<file path="src/rtl/i2c_pkg.sv">
// Shared I2C line-conditioning definitions: idle level, default filter depths and
// the per-channel pulse-type encoding that drives o_rise/o_fall/o_glitch.
package i2c_pkg;

  localparam logic I2C_IDLE_LVL = 1'b1;
  localparam int   I2C_DEF_SYNC = 2;
  localparam int   I2C_DEF_FILT = 3;

  // One registered code per channel keeps the three pulses mutually exclusive.
  typedef enum logic [1:0] {
    PULSE_NONE   = 2'd0,
    PULSE_RISE   = 2'd1,
    PULSE_FALL   = 2'd2,
    PULSE_GLITCH = 2'd3
  } pulse_e;

  function automatic pulse_e edge_kind(input logic new_lvl);
    return new_lvl ? PULSE_RISE : PULSE_FALL;
  endfunction

endpackage

</file>
<file path="src/rtl/i2c_filter_ch.sv">
// One line of the I2C conditioner: synchroniser chain, stability counter,
// filtered level register and registered rise/fall/glitch pulse code.
module i2c_filter_ch
  import i2c_pkg::*;
#(
  parameter int   SYNC_STAGES = I2C_DEF_SYNC,
  parameter int   FILT_CYCLES = I2C_DEF_FILT,
  parameter logic RESET_VAL   = I2C_IDLE_LVL
) (
  input  logic i_clk,
  input  logic i_rst_n,
  input  logic i_in,
  input  logic i_bypass,
  output logic o_out,
  output logic o_rise,
  output logic o_fall,
  output logic o_glitch
);

  localparam int              CW       = $clog2(FILT_CYCLES + 1);
  localparam logic [CW-1:0]   CNT_LAST = CW'(FILT_CYCLES - 1);

  logic [SYNC_STAGES-1:0] sync_reg;
  logic                   out_reg, out_next;
  logic [CW-1:0]          cnt_reg, cnt_next;
  pulse_e                 pulse_reg, pulse_next;
  logic                   s;

  assign s = sync_reg[SYNC_STAGES-1];

  always_ff @(posedge i_clk) begin
    if (!i_rst_n) begin
      sync_reg  <= {SYNC_STAGES{RESET_VAL}};
      out_reg   <= RESET_VAL;
      cnt_reg   <= '0;
      pulse_reg <= PULSE_NONE;
    end else begin
      sync_reg  <= {sync_reg[SYNC_STAGES-2:0], i_in};
      out_reg   <= out_next;
      cnt_reg   <= cnt_next;
      pulse_reg <= pulse_next;
    end
  end

  // Counter only survives while a level change is pending; every other path clears it.
  always_comb begin
    out_next   = out_reg;
    cnt_next   = '0;
    pulse_next = PULSE_NONE;
    if (i_bypass) begin
      out_next = s;
      if (s != out_reg) pulse_next = edge_kind(s);
    end else if (s == out_reg) begin
      if (cnt_reg != '0) pulse_next = PULSE_GLITCH;
    end else if (cnt_reg == CNT_LAST) begin
      out_next   = s;
      pulse_next = edge_kind(s);
    end else begin
      cnt_next = cnt_reg + CW'(1);
    end
  end

  assign o_out    = out_reg;
  assign o_rise   = (pulse_reg == PULSE_RISE);
  assign o_fall   = (pulse_reg == PULSE_FALL);
  assign o_glitch = (pulse_reg == PULSE_GLITCH);

endmodule

</file>
<file path="src/rtl/i2c_multi_filter.sv">
// Multi-channel I2C pad conditioner: N_CH independent glitch filters sharing
// one clock, reset and bypass control.
module i2c_multi_filter
  import i2c_pkg::*;
#(
  parameter int   N_CH        = 2,
  parameter int   SYNC_STAGES = I2C_DEF_SYNC,
  parameter int   FILT_CYCLES = I2C_DEF_FILT,
  parameter logic RESET_VAL   = I2C_IDLE_LVL
) (
  input  logic            i_clk,
  input  logic            i_rst_n,
  input  logic [N_CH-1:0] i_in,
  input  logic            i_bypass,
  output logic [N_CH-1:0] o_out,
  output logic [N_CH-1:0] o_rise,
  output logic [N_CH-1:0] o_fall,
  output logic [N_CH-1:0] o_glitch
);

  if (N_CH < 1) begin : g_bad_n_ch
    $error("i2c_multi_filter: N_CH must be >= 1");
  end
  if (SYNC_STAGES < 2) begin : g_bad_sync
    $error("i2c_multi_filter: SYNC_STAGES must be >= 2");
  end
  if (FILT_CYCLES < 1) begin : g_bad_filt
    $error("i2c_multi_filter: FILT_CYCLES must be >= 1");
  end

  genvar gi;
  for (gi = 0; gi < N_CH; gi++) begin : g_ch
    i2c_filter_ch #(
      .SYNC_STAGES (SYNC_STAGES),
      .FILT_CYCLES (FILT_CYCLES),
      .RESET_VAL   (RESET_VAL)
    ) u_ch (
      .i_clk    (i_clk),
      .i_rst_n  (i_rst_n),
      .i_in     (i_in[gi]),
      .i_bypass (i_bypass),
      .o_out    (o_out[gi]),
      .o_rise   (o_rise[gi]),
      .o_fall   (o_fall[gi]),
      .o_glitch (o_glitch[gi])
    );
  end

endmodule

</file>
<file path="config.mk">
export PLATFORM = sky130hd
export DESIGN_NAME = i2c_multi_filter
export DESIGN_NICKNAME = d
export VERILOG_FILES = /design/src/rtl/i2c_pkg.sv /design/src/rtl/i2c_filter_ch.sv /design/src/rtl/i2c_multi_filter.sv
export SDC_FILE = /design/constraint.sdc
export NUM_CORES = 1
export LEC_CHECK = 0
export ABC_CLOCK_PERIOD_IN_PS = 1140
export BUFFER_PORTS_ARGS = -buffer_cell sky130_fd_sc_hd__buf_2
export CAP_MARGIN = 20
export CORE_MARGIN = 1
export CORE_UTILIZATION = 50
export CTS_BUF_LIST = sky130_fd_sc_hd__clkbuf_8
export DETAILED_ROUTE_END_ITERATION = 6
export GPL_TIMING_DRIVEN = 0
export HOLD_SLACK_MARGIN = 0.12
export PLACE_DENSITY = 0.76
export SLEW_MARGIN = 0
export SYNTH_ARGS = -nofsm -noshare
export SYNTH_HDL_FRONTEND = slang
export SYNTH_SLANG_ARGS = --single-unit
</file>
<file path="constraint.sdc">
create_clock -name i_clk -period 1.14 [get_ports i_clk]
set_input_delay 0.228 -clock i_clk [delete_from_list [all_inputs] [get_ports i_clk]]
set_output_delay 0.228 -clock i_clk [all_outputs]
set_load 0.01 [all_outputs]
</file>
==> results of run 1 <==
## layer usage
metal | part of all wire, % | up-vias | track usage [%] | routed length [um]
met1 | 40 | 232 | 14.53 | 421
met5 | 0 | - | 0 | 0
li1 | - | 265 | - | -
met2 | 55 | 13 | 25.00 | 569
met3 | 2.7 | 4 | 3.409 | 28
met4 | 2.3 | 0 | 10.34 | 24
## final cells by class
class,count,area [um2]
repair buffers,13,105.1
clock buffers,3,41.29
fillers,108,427.9
multi-input cells,43,374.1
flip-flops and latches,14,289.0
plain buffers,3,20.02
inverters,11,41.29
well taps,15,18.77
## through the flow
stage | total power [mW] | setup slack, ps | setup TNS, ps | std cells | hold WS [ps]
floorplan | 0.6283 | 59.93 | 0 | 77 | 329.5
global placement | 0.6612 | -7.095 | -16.11 | 104 | 388.5
detailed placement | 0.6661 | -35.56 | -100.5 | 104 | 392.2
CTS | 1.067 | -6.500 | -6.500 | 103 | 167.7
global route | 1.101 | -2.619 | -2.619 | 102 | 165.3
finish | 1.063 | 27.52 | 0 | 102 | 164.9
## path summary, 6_finish.rpt
check,to,slack (ps),depth (start not counted)
worst min-delay path,g_ch[0].u_ch.sync_reg[0]$_SDFF_PN1_,160,2
worst min register to register,g_ch[0].u_ch.sync_reg[1]$_SDFF_PN1_,410,1
worst max register to register,g_ch[1].u_ch.o_out$_SDFFE_PN1P_,30,5
worst max-delay path,g_ch[1].u_ch.o_out$_SDFFE_PN1P_,30,5
## cells by family (layout without fill, tap and decap cells)
group           count (synthesis)  count (layout)  synth area share, %
compound gates                 14              14                10.88
fa+ha+maj                       8               8                14.04
buf+inv                        20              30                14.91
flops                          14              14                39.30
simple gates                   21              21                20.88
## cell usage in the layout (no fill, tap or decap), types with 3 or more instances in the layout
master	instances
clkbuf_8	3
dfxtp_2	7
inv_2	3
inv_1	8
buf_6	6
o21ai_1	6
buf_2	7
nand2b_1	4
dfxtp_1	7
nor2b_1	3
buf_4	3
nand2_1	4
a21oi_1	6
ha_1	4
nor2b_4	3
## worst max-delay path: cells and delay by family, from the launching register on
kind	cells	cell delay, ps
adders and majority gates	1	290
AOI/OAI and AO/OA	2	230
and+or+nand+nor	1	50
DFF	1	360
buffers and inverters	1	60
## power groups by stage
stage,clock network (mW),registers (mW),logic (mW)
finish,0.396,0.530,0.138
global placement,0,0.534,0.127
global route,0.418,0.531,0.151
CTS,0.401,0.528,0.138
floorplan,0,0.533,0.0955
detailed placement,0,0.535,0.131
## timing repair
item	CTS	global route
setup buffers	0	1
resized for setup	14	6
endpoints found under the hold margin	0	0
setup endpoints to repair	12	8
pin swaps	2	2
==> flow_summary.ini, run 1 <==
[power_and_ir_drop]
p_comb_share_pct = 12.9
seq_power_share_pct = 49.8
power_density_nw_per_um2 = 1195
switchingPower_mw = 0.2431
p_leak_nw = 0.3849
power.share.clock_pct = 37.2
switching_share_pct = 22.87
irDropWorstVdd_uv = 782.6
intPower_mw = 0.8199

[final_layout]
nets = 102
area_growth_pct = 24.74
diodes = 0
utilization_pct = 67.52
fin_area_um2 = 889.6
final_layout_size_suffix_gt1_share_pct = 44.83

[logic_synthesis]
yosys-top-cells-count = 14 x dfxtp_1, 10 x inv_1, 8 x buf_4, 8 x ha_1
synthDistinctLibCells = 17
netlist_area_um2 = 713.2
synth_most_common_cell = dfxtp_1
syn_nets = 90
avgSynthCellArea_um2 = 9.262
synth-seq-area-share_pct = 39.30
ys_seq_elements = 14
yosys.area.top_type = dfxtp_1
synth_flop_cell = dfxtp_1
synth_top_area_share_pct = 39.30
synth.area.top_cells = dfxtp_1 39%, ha_1 14%, buf_4 8.4%
syn_inst = 77
synth-async-reset-ratio_pct = 0
synth_edf_count = 0
ys_warn_count = 0

[clocking]
hold_buffers = 0
clkSlewWorstSetupHoldPaths_ps = 50
cts.sinks = 14
numCtsBuffers = 3
clk_latency_ps = 240
htree_levels = 1
cts_buffer_depth = 2
cts_tree = yes
cts_root_buf = clkbuf_8

[global_routing]
antenna_found_initial = 0
grt_max_degree = 11
grt_overflow = 0
grt_pass1_wl_um = 1442
grt_util_all_layers_pct = 14.32
grt_pass1_vias = 390

[sta]
fmax_mhz = 898.9
hold_viol_final = 0
finalMaxSlewViolations = 0
finClkSkew_ps = 0.5977
worstMarginPinSlew_ps = 225.6
max_slew_margin_pct = 84.72
post-route-period-util_pct = 97.59
rsz0062_at_grt = true
setup_viol = 0
post-route-min-period_ps = 1112

[outcome]
status = complete, no violations

[route]
vias = 514
routed_wl_um = 1044
drc = 0
detail_route.iter0.violations = 2
firstDrtPassIters = 2
viasPerCell = 5.039
avgRoutedWirePerCell_um = 10.24
ant_nets = 0

[worst_setup_path]
required_ps = 1250
start_kind = flop
worst-setup-path-type = reg2reg
worstReg2RegStart = g_ch[1].u_ch.sync_reg[1]$_SDFF_PN1_
critPathMaxStageDelay_ps = 360
cp-startpoint = g_ch[1].u_ch.sync_reg[1]$_SDFF_PN1_
arrival_ps = 1220
endpoint_kind = flop
crit_slowest_cell = dfxtp_2
crit_chain = inv_2, ha_4, nor2b_4, o21ai_1, o311ai_1
path_max_fanout = 4

[placement]
post-dp-hpwl_um = 767.3
gp_congestion = 0.7003
placed_cell_area_um2 = 817.0
numPortBuffers = 12

[job]
drv_cap = 0

[floorplan]
die_w_um = 39.77
die_h_um = 39.77
start_util_pct = 54.13
ios = 13
dieArea_um2 = 1581
num_rows = 13
core_um2 = 1318

[hold_path]
min_from = i_in[0]
hold_class = in2reg
Power figures use the tool's default switching activity.
==> inputs of run 2 (changes only) <==
--- a/config.mk
+++ b/config.mk
@@ -9,12 +9,11 @@
 export BUFFER_PORTS_ARGS = -buffer_cell sky130_fd_sc_hd__buf_2
 export CAP_MARGIN = 20
 export CORE_MARGIN = 1
-export CORE_UTILIZATION = 50
-export CTS_BUF_LIST = sky130_fd_sc_hd__clkbuf_8
+export CORE_UTILIZATION = 47
 export DETAILED_ROUTE_END_ITERATION = 6
-export GPL_TIMING_DRIVEN = 0
 export HOLD_SLACK_MARGIN = 0.12
-export PLACE_DENSITY = 0.76
+export PLACE_DENSITY = 0.72
+export REMOVE_ABC_BUFFERS = 1
 export SLEW_MARGIN = 0
 export SYNTH_ARGS = -nofsm -noshare
 export SYNTH_HDL_FRONTEND = slang
==> flow_summary.ini, run 2 (synthesized netlist as in run 1, its figures left out) <==
[outcome]
status = complete, no violations

[job]
drv_cap = 0

[route]
ant_nets = 0
detail_route.iter0.violations = 5
firstDrtPassIters = 4
routed_wl_um = 1279
viasPerCell = 5.048
drc = 0
vias = 530
avgRoutedWirePerCell_um = 12.18

[final_layout]
fin_area_um2 = 943.4
diodes = 0
final_common_cell = buf_2
final_cell_mix = 9 x buf_2, 7 x inv_1, 6 x dfxtp_2
utilization_pct = 69.88
final_layout_size_suffix_gt1_share_pct = 57.78
nets = 105
area_growth_pct = 32.28

[clocking]
clkSlewWorstSetupHoldPaths_ps = 80
cts_buffer_depth = 2
numCtsBuffers = 3
clk_latency_ps = 270
cts.sinks = 14
htree_levels = 1
cts_tree = yes
cts_setup_buffers = 0
cts_root_buf = clkbuf_4

[sta]
hold_viol_final = 0
fmax_mhz = 890.0
post-route-min-period_ps = 1124
post-route-period-util_pct = 98.56
max_slew_margin_pct = 81.69
worstMarginPinSlew_ps = 274.7
finalMaxSlewViolations = 0
finClkSkew_ps = 2.008
rsz0062_at_grt = true
setup_viol = 0

[hold_path]
whs_endpoint = g_ch[0].u_ch.sync_reg[0]$_SDFF_PN1_
hold_class = in2reg
hold-path-cell-count = 2
min_from = i_rst_n

[worst_setup_path]
worstReg2RegStart = g_ch[1].u_ch.sync_reg[1]$_SDFF_PN1_
worst-setup-path-type = reg2out
endpoint_kind = output pin
start_kind = flop
reg2reg_slack_ps = 30
path_max_fanout = 3
required_ps = 910
arrival_ps = 900
rr_endpoint = g_ch[1].u_ch.o_out$_SDFFE_PN1P_
reg2reg_depth = 5

[global_routing]
grtUsageMet3_pct = 4.891
grt_pass1_vias = 444
use_met2_pct = 30.47
grt_max_degree = 12
antenna_found_initial = 0
top_usage_layer = met2
grt_overflow = 0
grt_util_all_layers_pct = 16.65
use_met1_pct = 16.07
grt_pass1_wl_um = 1745

[floorplan]
core_um2 = 1350
num_rows = 13
die_w_um = 40.96
ios = 13
die_h_um = 40.96
start_util_pct = 52.83
dieArea_um2 = 1677

[power_and_ir_drop]
finalPower_mw = 0.9506
power_density_nw_per_um2 = 1008
p_leak_nw = 0.4007
irDropWorstVdd_uv = 657.0

[placement]
numPortBuffers = 12
gp_congestion = 0.7470
post-dp-hpwl_um = 851.3
placed_cell_area_um2 = 764.5
## run 2: changes by cell type in the layout (fill, tap and decap cells not counted), moves of 3 or more
cell,change
a21oi_1,-3
a21oi_2,+3
buf_6,-3
clkbuf_4,+3
clkbuf_8,-3
dfxtp_4,+3
## run 2: how the worst max path moves through the flow
stage / from / endpoint / slack (ps)
after floorplan: g_ch[0].u_ch.sync_reg[1]$_SDFF_PN1_ / g_ch[0].u_ch.pulse_reg[0]$_SDFF_PN0_ / -10
after global placement: g_ch[0].u_ch.sync_reg[1]$_SDFF_PN1_ / g_ch[0].u_ch.pulse_reg[0]$_SDFF_PN0_ / -40
after detailed placement: g_ch[0].u_ch.sync_reg[1]$_SDFF_PN1_ / g_ch[0].u_ch.pulse_reg[1]$_SDFF_PN0_ / -80
after CTS: g_ch[1].u_ch.sync_reg[1]$_SDFF_PN1_ / g_ch[1].u_ch.o_out$_SDFFE_PN1P_ / 7
after global routing: g_ch[0].u_ch.pulse_reg[1]$_SDFF_PN0_ / o_fall[0] / -50
final: g_ch[0].u_ch.pulse_reg[1]$_SDFF_PN0_ / o_glitch[0] / 20
## run 2: timing repair
| action | in CTS | in global routing |
|---|---|---|
| endpoints found under the setup margin | 7 | 13 |
| gates cloned | 0 | 0 |
| hold endpoints to repair | 1 | 1 |
| hold buffers | 1 | 1 |
| resized for setup | 7 | 30 |
| pin swaps | 1 | 3 |
## run 2: report_power, final
group          switching, mW  internal (mW)
clock                  0.143          0.122
sequential            0.0177          0.509
combinational         0.0774         0.0809
## run 2: layout make-up
class                   count  area (um2)
repair buffers             19       136.4
fillers                   101       406.6
clock buffers               3       22.52
inverters                  11       41.29
flip-flops and latches     14       299.0
multi-input cells          43       425.4
well taps                  15       18.77
## run 2: critical path, stage by stage, from the launching register on
cell and delay, ps:
dfxtp_4 360, and2_4 150, buf_6 110
## run 2: per-stage QoR
| stage | hold slack [ps] | TNS [ps] | setup slack [ps] | std cells |
|---|---|---|---|---|
| 2_1_floorplan | 301.0 | -38.61 | -9.921 | 68 |
| 3_3_place_gp | 390.1 | -101.0 | -36.96 | 100 |
| 3_5_place_dp | 392.9 | -412.8 | -79.55 | 100 |
| 4_1_cts | 122.8 | 0 | 6.803 | 104 |
| 5_1_grt | 243.3 | -214.1 | -46.51 | 105 |
| 6_report | 245.4 | 0 | 16.43 | 105 |
## run 2: metal layers
layer  part of all wire, %  wire length (um)
met1                    42               541
met2                    54               691
met3                   2.8                36
met4                  0.78                10
met5                     0                 0
